File: src/rtl/c432_key_loader_if.sv
// ---------------------------------------------------------------------------
// c432_key_loader_if
// Valid/ready byte bus between the external key store (master) and the key
// loader (slave).
//   kd_valid  master -> slave  beat on kd_data is valid
//   kd_data   master -> slave  beat payload, BEAT_W bits
//   kd_ready  slave  -> master loader accepts a beat this cycle
// ---------------------------------------------------------------------------
interface c432_key_loader_if #(
  parameter int BEAT_W = 8
) ();
  logic              kd_valid;
  logic [BEAT_W-1:0] kd_data;
  logic              kd_ready;

  modport master (
    output kd_valid,
    output kd_data,
    input  kd_ready
  );

  modport slave (
    input  kd_valid,
    input  kd_data,
    output kd_ready
  );
endinterface

File: src/rtl/c432_key_loader.sv
// ---------------------------------------------------------------------------
// c432_key_loader
// Key-management controller for the 24-bit logic-locked c432 netlist. Fetches
// NB = KEY_W/BEAT_W little-endian key beats plus one XOR checksum beat from a
// key store, verifies the checksum and only then drives the netlist key
// inputs. Until a verified key is present the netlist outputs are forced to 0.
// Ports:
//   CK        clock, rising edge
//   rst       asynchronous active-high reset
//   start     request a key load / re-key
//   zeroize   clear key immediately, highest priority
//   kd        key-store valid/ready beat bus (slave side)
//   key_out   key driven onto keyinput[KEY_W-1:0]
//   key_valid key_out holds a verified key
//   busy      load or check in progress
//   err       sticky checksum-failure flag (cleared only by rst)
//   ckt_in    raw netlist outputs {G432,G431,G430,G421,G370,G329,G223}
//   ckt_out   ckt_in gated by key_valid (only combinational path)
// ---------------------------------------------------------------------------
module c432_key_loader #(
  parameter int KEY_W     = 24,
  parameter int BEAT_W    = 8,
  parameter int MAX_RETRY = 1
) (
  input  logic                 CK,
  input  logic                 rst,
  input  logic                 start,
  input  logic                 zeroize,
  c432_key_loader_if.slave     kd,
  output logic [KEY_W-1:0]     key_out,
  output logic                 key_valid,
  output logic                 busy,
  output logic                 err,
  input  logic [6:0]           ckt_in,
  output logic [6:0]           ckt_out
);

  localparam int NB      = KEY_W / BEAT_W;
  // Beat index runs 0..NB; index NB is the checksum beat.
  localparam int IDX_W   = $clog2(NB + 1);
  localparam int RETRY_W = ($clog2(MAX_RETRY + 1) < 1) ? 1 : $clog2(MAX_RETRY + 1);

  typedef enum logic [2:0] {
    S_IDLE  = 3'd0,
    S_LOAD  = 3'd1,
    S_CHECK = 3'd2,
    S_ARMED = 3'd3,
    S_ERR   = 3'd4
  } state_t;

  state_t              state_q,     state_d;
  logic [IDX_W-1:0]    idx_q,       idx_d;
  logic [RETRY_W-1:0]  retry_q,     retry_d;
  logic [KEY_W-1:0]    shadow_q,    shadow_d;
  logic [BEAT_W-1:0]   chk_q,       chk_d;
  logic [KEY_W-1:0]    key_q,       key_d;
  logic                key_valid_q, key_valid_d;
  logic                err_q,       err_d;
  logic                kd_ready_q;
  logic                busy_q;

  // XOR of all data beats held in a key-sized word.
  function automatic logic [BEAT_W-1:0] xor_beats(input logic [KEY_W-1:0] k);
    logic [BEAT_W-1:0] acc;
    acc = '0;
    for (int b = 0; b < NB; b++) begin
      acc = acc ^ k[b*BEAT_W +: BEAT_W];
    end
    return acc;
  endfunction

  always_comb begin
    state_d     = state_q;
    idx_d       = idx_q;
    retry_d     = retry_q;
    shadow_d    = shadow_q;
    chk_d       = chk_q;
    key_d       = key_q;
    key_valid_d = key_valid_q;
    err_d       = err_q;

    if (zeroize) begin
      // Any beat in flight this cycle is dropped along with the key material.
      state_d     = S_IDLE;
      idx_d       = '0;
      retry_d     = '0;
      shadow_d    = '0;
      key_d       = '0;
      key_valid_d = 1'b0;
    end else begin
      unique case (state_q)
        S_IDLE: begin
          if (start) begin
            state_d     = S_LOAD;
            idx_d       = '0;
            shadow_d    = '0;
            key_d       = '0;
            key_valid_d = 1'b0;
          end
        end

        S_LOAD: begin
          // kd_ready is 1 throughout LOAD, so kd_valid alone marks a transfer.
          if (kd.kd_valid) begin
            for (int k = 0; k < NB; k++) begin
              if (idx_q == IDX_W'(k)) begin
                shadow_d[k*BEAT_W +: BEAT_W] = kd.kd_data;
              end
            end
            if (idx_q == IDX_W'(NB)) begin
              chk_d   = kd.kd_data;
              state_d = S_CHECK;
              idx_d   = '0;
            end else begin
              idx_d = idx_q + IDX_W'(1);
            end
          end
        end

        S_CHECK: begin
          if (xor_beats(shadow_q) == chk_q) begin
            state_d     = S_ARMED;
            key_d       = shadow_q;
            key_valid_d = 1'b1;
            retry_d     = '0;
          end else if (retry_q < RETRY_W'(MAX_RETRY)) begin
            state_d  = S_LOAD;
            retry_d  = retry_q + RETRY_W'(1);
            idx_d    = '0;
            shadow_d = '0;
          end else begin
            state_d = S_ERR;
            err_d   = 1'b1;
          end
        end

        S_ARMED: begin
          // Re-key: the old key is withdrawn as soon as loading starts.
          if (start) begin
            state_d     = S_LOAD;
            idx_d       = '0;
            shadow_d    = '0;
            key_d       = '0;
            key_valid_d = 1'b0;
          end
        end

        S_ERR: begin
          // Locked out; only zeroize (above) or rst leave this state.
        end

        default: begin
          state_d = S_IDLE;
        end
      endcase
    end
  end

  always_ff @(posedge CK or posedge rst) begin
    if (rst) begin
      state_q     <= S_IDLE;
      idx_q       <= '0;
      retry_q     <= '0;
      shadow_q    <= '0;
      chk_q       <= '0;
      key_q       <= '0;
      key_valid_q <= 1'b0;
      err_q       <= 1'b0;
      kd_ready_q  <= 1'b0;
      busy_q      <= 1'b0;
    end else begin
      state_q     <= state_d;
      idx_q       <= idx_d;
      retry_q     <= retry_d;
      shadow_q    <= shadow_d;
      chk_q       <= chk_d;
      key_q       <= key_d;
      key_valid_q <= key_valid_d;
      err_q       <= err_d;
      // Decoded from the next state so both are plain flop outputs.
      kd_ready_q  <= (state_d == S_LOAD);
      busy_q      <= (state_d == S_LOAD) || (state_d == S_CHECK);
    end
  end

  assign kd.kd_ready = kd_ready_q;
  assign key_out     = key_q;
  assign key_valid   = key_valid_q;
  assign busy        = busy_q;
  assign err         = err_q;
  assign ckt_out     = ckt_in & {7{key_valid_q}};

endmodule
File: src/flat_wrapper.sv
// flat-port wrapper written by rule: the top's interface ports become plain ports
module c432_key_loader_flat 
#(
  parameter int KEY_W     = 24,
  parameter int BEAT_W    = 8,
  parameter int MAX_RETRY = 1
)
  (CK, rst, start, zeroize, key_out, key_valid, busy, err, ckt_in, ckt_out, kd_kd_valid, kd_kd_data, kd_kd_ready);
  c432_key_loader_if #(.BEAT_W(BEAT_W)) kd_i ();
  input  logic CK;
  input  logic rst;
  input  logic start;
  input  logic zeroize;
  output logic [KEY_W-1:0] key_out;
  output logic key_valid;
  output logic busy;
  output logic err;
  input  logic [6:0] ckt_in;
  output logic [6:0] ckt_out;
  input wire logic [$bits(kd_i.kd_valid)-1:0] kd_kd_valid;
  input wire logic [$bits(kd_i.kd_data)-1:0] kd_kd_data;
  output wire logic [$bits(kd_i.kd_ready)-1:0] kd_kd_ready;
  assign kd_i.kd_valid = kd_kd_valid;
  assign kd_i.kd_data = kd_kd_data;
  assign kd_kd_ready = kd_i.kd_ready;
  c432_key_loader #(.KEY_W(KEY_W), .BEAT_W(BEAT_W), .MAX_RETRY(MAX_RETRY)) u_core (.CK(CK), .rst(rst), .start(start), .zeroize(zeroize), .kd(kd_i), .key_out(key_out), .key_valid(key_valid), .busy(busy), .err(err), .ckt_in(ckt_in), .ckt_out(ckt_out));
endmodule
File: config.mk
export PLATFORM = sky130hd
export DESIGN_NAME = c432_key_loader_flat
export DESIGN_NICKNAME = d
export VERILOG_FILES = /design/src/rtl/c432_key_loader_if.sv /design/src/rtl/c432_key_loader.sv /design/src/flat_wrapper.sv
export SDC_FILE = /design/constraint.sdc
export NUM_CORES = 1
export LEC_CHECK = 0
export BUFFER_PORTS_ARGS = -buffer_cell sky130_fd_sc_hd__buf_2
export CAP_MARGIN = 25
export CORE_UTILIZATION = 55
export DETAILED_ROUTE_END_ITERATION = 8
export HOLD_SLACK_MARGIN = 0.08
export PLACE_DENSITY = 0.78
export SLEW_MARGIN = 15
export SYNTH_ARGS = -nofsm -noshare
export SYNTH_HDL_FRONTEND = slang
export SYNTH_SLANG_ARGS = --single-unit
File: constraint.sdc
create_clock -name CK -period 2.05 [get_ports CK]
set_input_delay 0.205 -clock CK [delete_from_list [all_inputs] [get_ports CK]]
set_output_delay 0.205 -clock CK [all_outputs]
set_load 0.005 [all_outputs]
==> impl_metrics.toml, run 1 <==
[route]
wl_um = 7860
ant_nets = 0
drt_iter0_drc = 228
viasPerCell = 6.32
via_count = 2691
routedWlPerCell_um = 18.4
firstDrtPassIters = 7
drc_errors = 1

[sta]
holdWs_ns = 0.208
setup_ws_ns = 0.162
finalCritPeriodShare_pct = 92.1
min_period_ns = 1.89
relSlewSlack_pct = 59.1
setup_violations = 0
clock_skew_ns = 0.0101
setup_tns_ns = 0
worst_pin_slew_ns = 0.611
rsz0062_at_grt = "no"
hold_viol = 0
timing.fmax_mhz = 530
final_max_slew_viol_count = 0

[power]
internal-power_mw = 2.20
p_per_area_nw_per_um2 = 836
p_switching_mw = 1.02
p_sw_share_pct = 31.7
ir_drop_v = 0.000427
comb_power_share_pct = 23.4
seq_power_share_pct = 44.0
p_leak_nw = 1.77
clockPowerShare_pct = 32.6
power.total_mw = 3.22

[synthesis]
yosysSeqAreaShare_pct = 49.4
syn_inst = 291
ys_seq_elements = 66
synth_top_flop_cell = "dfrtp_1"
yosysMostFrequentCell = "dfrtp_1"
yosys.area.top_type = "dfrtp_1"
synth_area_um2 = 3340
syn_avg_cell_area_um2 = 11.5
ys_types = 41
synth_top_cells_by_area = "dfrtp_1 49%, a21oi_1 7.6%, a32o_1 7.2%"
ys_warn_count = 0
synth_common_cells = "66 x dfrtp_1, 51 x a21oi_1, 25 x a311oi_1"
synth_top_area_share_pct = 49.4
synth_edf_count = 0
async_flop_share_pct = 100
syn-num-nets = 315

[placement]
io_buffer_count = 54
place_hpwl_um = 5160
gp_congestion = 0.857
pre_cts_slack_ns = 0.202

[floorplanning]
core-area_um2 = 5890
rows = 28
initial_utilization_pct = 56.8
ios = 55
die_x_um = 80.0
dieArea_um2 = 6390
die_y_um = 80.0

[worst_setup_path]
cp_top_family = "simple AND/OR/NAND/NOR gates"
slowest_stage = "dfrtp_1"
max_stage_delay_ns = 0.43
cp_num_buf_inv = 1
r2r_cells = 6
crit_arrival_ns = 2.11
crit_fanout = 50
path_cells = "xnor2_1 -> xnor2_1 -> and4_1 -> nand3_1 -> buf_12 -> a311oi_1"
cpMostUsedCell = "xnor2_1"
cp_num_cells = 6
setup.worst_path.class = "reg2reg"
setup.worst_path.start_class = "flip-flop"
end_kind = "flip-flop"
crit_required_ns = 2.27

[status]
outcome = "complete, but fails checks"
violations = "design-rule violations"

[global_route]
first_global_vias = 2603
grt_max_degree = 51
grt_pass1_wl_um = 12700
overflow = 0
antenna_found_initial = 0
grt_usage_pct = 26.4

[cts]
cts_tree = "done"
clock-root-buffer = "clkbuf_8"
post_cts_buffers = 0
cts.htree.levels = 3
cts_buffers = 9
clock_path_buffers = 2
clk_transition_reported_paths_ns = 0.08
cts_hold_buf = 1
clk-insertion-delay-late_ns = 0.34
cts.sinks = 66
cts_resized = 0

[worst_hold_path]
min_path_type = "in2reg"
hold_depth = 2

[layout]
area_growth_pct = 15.3
antennaDiodeCount = 0
nets = 370
drive_gt1_share_pct = 27.9

[job]
maxCapViolCount = 0
logic make-up (layout without fill, tap and decap cells):
logic type	after synthesis	after routing	share of synthesized area [%]
compound gates	114	114	24.8
flops	66	66	49.4
simple gates	43	43	8.01
buf+inv	30	90	6.70
xor+xnor	24	24	6.29
mux	10	10	3.29
fa+ha+maj	4	4	1.50
layer usage:
| metal | vias to the layer above | share of wire, % | track usage, % |
|---|---|---|---|
| met4 | 0 | 1.2 | 11.8 |
| met3 | 9 | 7.2 | 5.03 |
| li1 | 1232 | - | - |
| met5 | - | 0 | 0 |
| met2 | 106 | 48 | 40.9 |
| met1 | 1344 | 43 | 36.0 |
state kept, by name (all words and copies together) (netlist names):
name	cells
u_core.busy	1
u_core.chk_q	8
u_core.err	1
u_core.idx_q	2
u_core.kd.kd_ready	1
u_core.key_out	24
u_core.key_valid	1
u_core.retry_q	1
u_core.shadow_q	24
u_core.state_q	3
power groups by stage:
| stage | logic [mW] | clock network [mW] | registers (mW) |
|---|---|---|---|
| after global placement | 0.718 | 0 | 1.44 |
| final | 0.754 | 1.05 | 1.42 |
| after global routing | 0.825 | 1.11 | 1.43 |
| after CTS | 0.748 | 1.05 | 1.42 |
| after detailed placement | 0.743 | 0 | 1.44 |
| after floorplan | 0.554 | 0 | 1.42 |
layout by cell type, fill, tap and decap left out, types with 2 or more instances in the layout:
cell type,instances
a21o_1,2
a21oi_1,51
a311oi_1,25
a32o_1,24
and2_1,10
and4_1,2
buf_12,4
buf_2,54
buf_4,10
clkbuf_1,2
clkbuf_8,9
clkinv_2,2
clkinvlp_4,2
dfrtp_1,66
ha_1,4
inv_1,4
mux2_2,8
mux2i_1,2
nand2_1,2
nand4_1,2
nor2_1,11
nor2b_1,3
nor3_1,3
o21ai_0,3
or2_1,2
xnor2_1,20
xor2_1,4
final timing paths:
kind | endpoint | slack, ns | from
worst max-delay path | u_core.shadow_q[5]$_DFFE_PP0P_ | 0.16 | u_core.shadow_q[3]$_DFFE_PP0P_
worst min-delay path | u_core.chk_q[2]$_DFFE_PP0P_ | 0.21 | kd_kd_data[2]
worst max register to register | u_core.shadow_q[5]$_DFFE_PP0P_ | 0.16 | u_core.shadow_q[3]$_DFFE_PP0P_
worst min register to register | u_core.err$_DFFE_PP0P_ | 0.47 | u_core.err$_DFFE_PP0P_
max in group asynchronous | u_core.key_out[9]$_DFFE_PP0P_ | 0.92 | rst
min in group asynchronous | u_core.key_out[16]$_DFFE_PP0P_ | 0.51 | rst
layout make-up:
cell class,instances,area (um^2)
fillers,455,2030
multi-input cells,195,1470
well taps,75,93.8
clock inverters,5,55.1
clock buffers,11,131
flip-flops and latches,66,1650
repair buffers,69,435
inverters,5,18.8
per-stage QoR:
| stage | cell area, um^2 | utilization (%) | cells |
|---|---|---|---|
| floorplan | 3340 | - | 291 |
| global placement | 3660 | 62.1 | 409 |
| detailed placement | 3660 | 62.1 | 409 |
| CTS | 3850 | 65.5 | 426 |
| global route | 3850 | 65.5 | 426 |
| finish | 3850 | 65.5 | 426 |
worst register-to-register path, cell delays in order, from the launching register on:
cell and delay, ns:
dfrtp_1 0.43, xnor2_1 0.16, xnor2_1 0.24, and4_1 0.30
nand3_1 0.14, buf_12 0.21, a311oi_1 0.29
No activity file was read; power rests on OpenSTA's default activity.
==> inputs of run 2 (changes only) <==
--- a/config.mk
+++ b/config.mk
@@ -9,9 +9,10 @@
 export CAP_MARGIN = 25
 export CORE_UTILIZATION = 55
 export DETAILED_ROUTE_END_ITERATION = 8
-export HOLD_SLACK_MARGIN = 0.08
+export HOLD_SLACK_MARGIN = 0.06
 export PLACE_DENSITY = 0.78
-export SLEW_MARGIN = 15
+export REMOVE_ABC_BUFFERS = 1
+export SLEW_MARGIN = 20
 export SYNTH_ARGS = -nofsm -noshare
 export SYNTH_HDL_FRONTEND = slang
 export SYNTH_SLANG_ARGS = --single-unit
==> impl_metrics.toml, run 2 (synthesis results as in run 1) <==
[status]
outcome = "completed"

[worst_setup_path]
setup.worst_path.class = "reg2reg"
cp-startpoint = "u_core.shadow_q[1]$_DFFE_PP0P_"
crit_fanout = 50
setup.worst_path.start_class = "flip-flop"
cp_num_buf_inv = 1
cp_top_family = "simple AND/OR/NAND/NOR gates"
crit_required_ns = 2.28
r2r_start = "u_core.shadow_q[1]$_DFFE_PP0P_"
end_kind = "flip-flop"
r2r_cells = 6
reg2reg_slack_ns = 0.17
slowest_stage = "dfrtp_1"
path_cells = "xor2_1 -> xnor2_1 -> and4_1 -> nand3_1 -> buf_12 -> a32o_1"
cp_num_cells = 6
crit_arrival_ns = 2.12
max_stage_delay_ns = 0.41

[route]
ant_nets = 0
drt_iter0_drc = 156
firstDrtPassIters = 4
wl_um = 7770
routedWlPerCell_um = 18.0
drc_errors = 0
viasPerCell = 6.27
via_count = 2709

[floorplanning]
die_x_um = 80.0
rows = 28
core-area_um2 = 5890
initial_utilization_pct = 56.8
die_y_um = 80.0
dieArea_um2 = 6390
ios = 55

[worst_hold_path]
hold_depth = 2
min_path_type = "in2reg"
hold_path_startpoint = "kd_kd_data[0]"

[cts]
clk_transition_reported_paths_ns = 0.07
cts_buffers = 9
clock-root-buffer = "clkbuf_8"
cts.htree.levels = 3
cts.sinks = 66
clk-insertion-delay-late_ns = 0.35
cts_tree = "done"
clock_path_buffers = 2

[placement]
gp_congestion = 0.889
place_hpwl_um = 5280
dpl.cell_count = 416
io_buffer_count = 54

[global_route]
grt_usage_pct = 27.6
overflow = 0
antenna_found_initial = 0
grt_max_degree = 51
grt_pass1_wl_um = 13100
first_global_vias = 2636

[layout]
drive_gt1_share_pct = 29.4
area_growth_pct = 16.1
antennaDiodeCount = 0
nets = 377
final_util_pct = 65.9
layout_commonest_cell = "dfrtp_1"
fill_cells = 482
final_cell_mix = "65 x dfrtp_1, 54 x buf_2, 51 x a21oi_1, 25 x a311oi_1, 24 x a32o_1"
final_cells = 432

[sta]
relSlewSlack_pct = 62.9
holdWs_ns = 0.192
final_max_slew_viol_count = 0
hold_viol = 0
finalCritPeriodShare_pct = 91.8
min_period_ns = 1.88
clock_skew_ns = 0.00696
timing.fmax_mhz = 531
setup_violations = 0
worst_pin_slew_ns = 0.555
rsz0062_at_grt = "no"

[power]
ir_drop_v = 0.000446
p_per_area_nw_per_um2 = 796
p_leak_nw = 1.79

[job]
maxCapViolCount = 0
[run 2: per-stage QoR]
| stage | setup slack, ns | total power, mW | setup TNS, ns | cell area (um^2) |
|---|---|---|---|---|
| 2_1_floorplan | -0.461 | 1.89 | -20.05 | 3140 |
| 3_3_place_gp | 0.187 | 2.19 | 0 | 3710 |
| 3_5_place_dp | 0.157 | 2.21 | 0 | 3710 |
| 4_1_cts | 0.130 | 3.11 | 0 | 3870 |
| 5_1_grt | 0.0265 | 3.25 | 0 | 3880 |
| 6_report | 0.168 | 3.09 | 0 | 3880 |
[run 2: worst paths after layout]
| path | endpoint |
|---|---|
| worst max-delay path | u_core.key_out[15]$_DFFE_PP0P_ |
| min in group asynchronous | u_core.key_out[1]$_DFFE_PP0P_ |
| worst min register to register | u_core.err$_DFFE_PP0P_ |
| max in group asynchronous | u_core.shadow_q[4]$_DFFE_PP0P_ |
| worst min-delay path | u_core.chk_q[0]$_DFFE_PP0P_ |
| worst max register to register | u_core.key_out[15]$_DFFE_PP0P_ |
[run 2: layout make-up]
class	instances	area (um^2)	area share (%)
multi-input combinational	195	1480	38.0
tap	75	93.8	2.42
sequential	66	1650	42.6
clock buffer	12	135	3.48
inverter	5	18.8	0.484
clock inverter	3	17.5	0.451
timing repair buffer	76	488	12.6
[run 2: power by group]
part / switching (mW) / internal [mW] / total [mW]
clock: 0.465 / 0.428 / 0.894
combinational: 0.476 / 0.305 / 0.780
sequential: 0.0563 / 1.36 / 1.42
total: 0.997 / 2.09 / 3.09
[run 2: layer usage]
metal  GRT usage (%)  wire (um)  part of all wire (%)  vias to the layer above
met2            42.7       3760                    48                      101
li1                -          -                     -                     1238
met4            11.4        124                   1.6                        0
met1            37.4       3400                    44                     1356
met5               0          0                     0                        -
met3            6.17        484                   6.2                       14
[run 2: what timing repair did]
item	in CTS	in global routing
endpoints found under the setup margin	0	16
hold buffers	1	0
gates resized for setup	0	2
hold endpoints to repair	21	0
buffers inserted	0	0
==> inputs of run 3 (changes only) <==
--- a/config.mk
+++ b/config.mk
@@ -7,10 +7,12 @@
 export LEC_CHECK = 0
 export BUFFER_PORTS_ARGS = -buffer_cell sky130_fd_sc_hd__buf_2
 export CAP_MARGIN = 25
-export CORE_UTILIZATION = 55
+export CELL_PAD_IN_SITES_DETAIL_PLACEMENT = 1
+export CELL_PAD_IN_SITES_GLOBAL_PLACEMENT = 1
+export CORE_UTILIZATION = 45
 export DETAILED_ROUTE_END_ITERATION = 8
 export HOLD_SLACK_MARGIN = 0.06
-export PLACE_DENSITY = 0.78
+export PLACE_DENSITY_LB_ADDON = 0.1
 export REMOVE_ABC_BUFFERS = 1
 export SLEW_MARGIN = 20
 export SYNTH_ARGS = -nofsm -noshare
==> impl_metrics.toml, run 3 (synthesis results as in run 1) <==
[status]
outcome = "complete, but fails checks"
violations = "design-rule violations"

[global_route]
grt_max_degree = 67
grt_usage_pct = 25.1
antenna_found_initial = 0
first_global_vias = 2733
overflow = 0
grt_pass1_wl_um = 14500

[layout]
final_cell_mix = "65 x dfrtp_1, 54 x buf_2, 51 x a21oi_1, 25 x a311oi_1, 24 x a32o_1"
area_growth_pct = 18.6
antennaDiodeCount = 0
drive_gt1_share_pct = 30.3
layout_commonest_cell = "dfrtp_1"
nets = 377

[sta]
min_period_ns = 1.91
setup_violations = 0
finalCritPeriodShare_pct = 93.2
final_max_slew_viol_count = 0
hold_viol = 0
relSlewSlack_pct = 66.8
clock_skew_ns = 0.0116
worst_pin_slew_ns = 0.493
holdWs_ns = 0.192
rsz0062_at_grt = "no"
timing.fmax_mhz = 524

[route]
via_count = 2742
drt_iter0_drc = 180
ant_nets = 0
wl_um = 8950
drc_errors = 2
firstDrtPassIters = 6
viasPerCell = 6.01
routedWlPerCell_um = 19.6

[cts]
clock_path_buffers = 2
cts.htree.levels = 3
cts_tree = "done"
post_cts_buffers = 0
clk-insertion-delay-late_ns = 0.35
cts.sinks = 66
clock-root-buffer = "clkbuf_8"
clk_transition_reported_paths_ns = 0.07
cts_buffers = 9

[floorplanning]
initial_utilization_pct = 46.3
core-area_um2 = 7210
ios = 55
die_y_um = 88.2
die_x_um = 88.2
dieArea_um2 = 7780
rows = 31

[placement]
place_hpwl_um = 5690
io_buffer_count = 54
gp_congestion = 0.818

[worst_setup_path]
crit_required_ns = 2.29
end_kind = "flip-flop"
crit_arrival_ns = 2.15
crit_fanout = 50
setup.worst_path.start_class = "flip-flop"
setup.worst_path.class = "reg2reg"
r2r_cells = 6

[power]
ir_drop_v = 0.000459
p_per_area_nw_per_um2 = 872
p_leak_nw = 1.83
power.total_mw = 3.46

[worst_hold_path]
hold_depth = 2
min_path_type = "in2reg"

[job]
maxCapViolCount = 0
-- run 3: cell types whose count changed in the layout (fill, tap and decap cells not counted), sizes merged --
cell,delta
clkbuf,+2
clkinv,-2
clkinvlp,-1
bufinv,+1
-- run 3: worst max-delay path, cell delays in order (launching register included) --
cell,delay (ns)
dfrtp_1,0.42
xnor2_1,0.16
xnor2_1,0.27
and4_1,0.33
nand3_2,0.12
buf_12,0.19
a32o_1,0.28
-- run 3: final timing paths --
path	to	start	slack (ns)
min in group asynchronous	u_core.state_q[0]$_DFF_PP0_	rst	0.49
setup reg to reg	u_core.key_out[11]$_DFFE_PP0P_	u_core.shadow_q[0]$_DFFE_PP0P_	0.14
hold reg to reg	u_core.err$_DFFE_PP0P_	u_core.err$_DFFE_PP0P_	0.46
setup / recovery	u_core.key_out[11]$_DFFE_PP0P_	u_core.shadow_q[0]$_DFFE_PP0P_	0.14
max in group asynchronous	u_core.shadow_q[12]$_DFFE_PP0P_	rst	1.26
hold / removal	u_core.chk_q[1]$_DFFE_PP0P_	kd_kd_data[1]	0.19
-- run 3: where the power goes --
| group | internal [mW] | switching [mW] | total, mW |
|---|---|---|---|
| logic | 0.308 | 0.511 | 0.819 |
| registers | 1.36 | 0.0591 | 1.42 |
| clock network | 0.722 | 0.498 | 1.22 |
-- run 3: timing repair --
item	in CTS	in global routing
hold endpoints to repair	66	0
endpoints found under the setup margin	0	1
hold buffers	1	0
gates resized for setup	0	1
-- run 3: layout make-up --
class,instances,area (um^2)
clock buffers,14,193
fillers,808,3250
inverters,5,18.8
clock inverters,1,30.0
multi-input cells,195,1470
repair buffers,76,475
flip-flops and latches,66,1650
well taps,99,124
-- run 3: per-stage QoR --
stage               utilization (%)  TNS, ns  std cells  worst slack [ns]  area, um^2
floorplan                         -   -20.05        266            -0.461        3140
global placement               51.7        0        440             0.168        3730
detailed placement             51.7        0        440             0.146        3730
CTS                            55.0        0        456             0.119        3970
global route                   55.0        0        456            0.0225        3970
finish                         55.0        0        456             0.140        3970
-- run 3: routing by layer --
metal  vias up  GRT usage (%)  share of wire, %
li1       1238              -                 -
met1      1420           34.5                46
met2        73           40.0                48
met3        11           4.05               4.4
met4         0           9.24               1.4
met5         -              0                 0
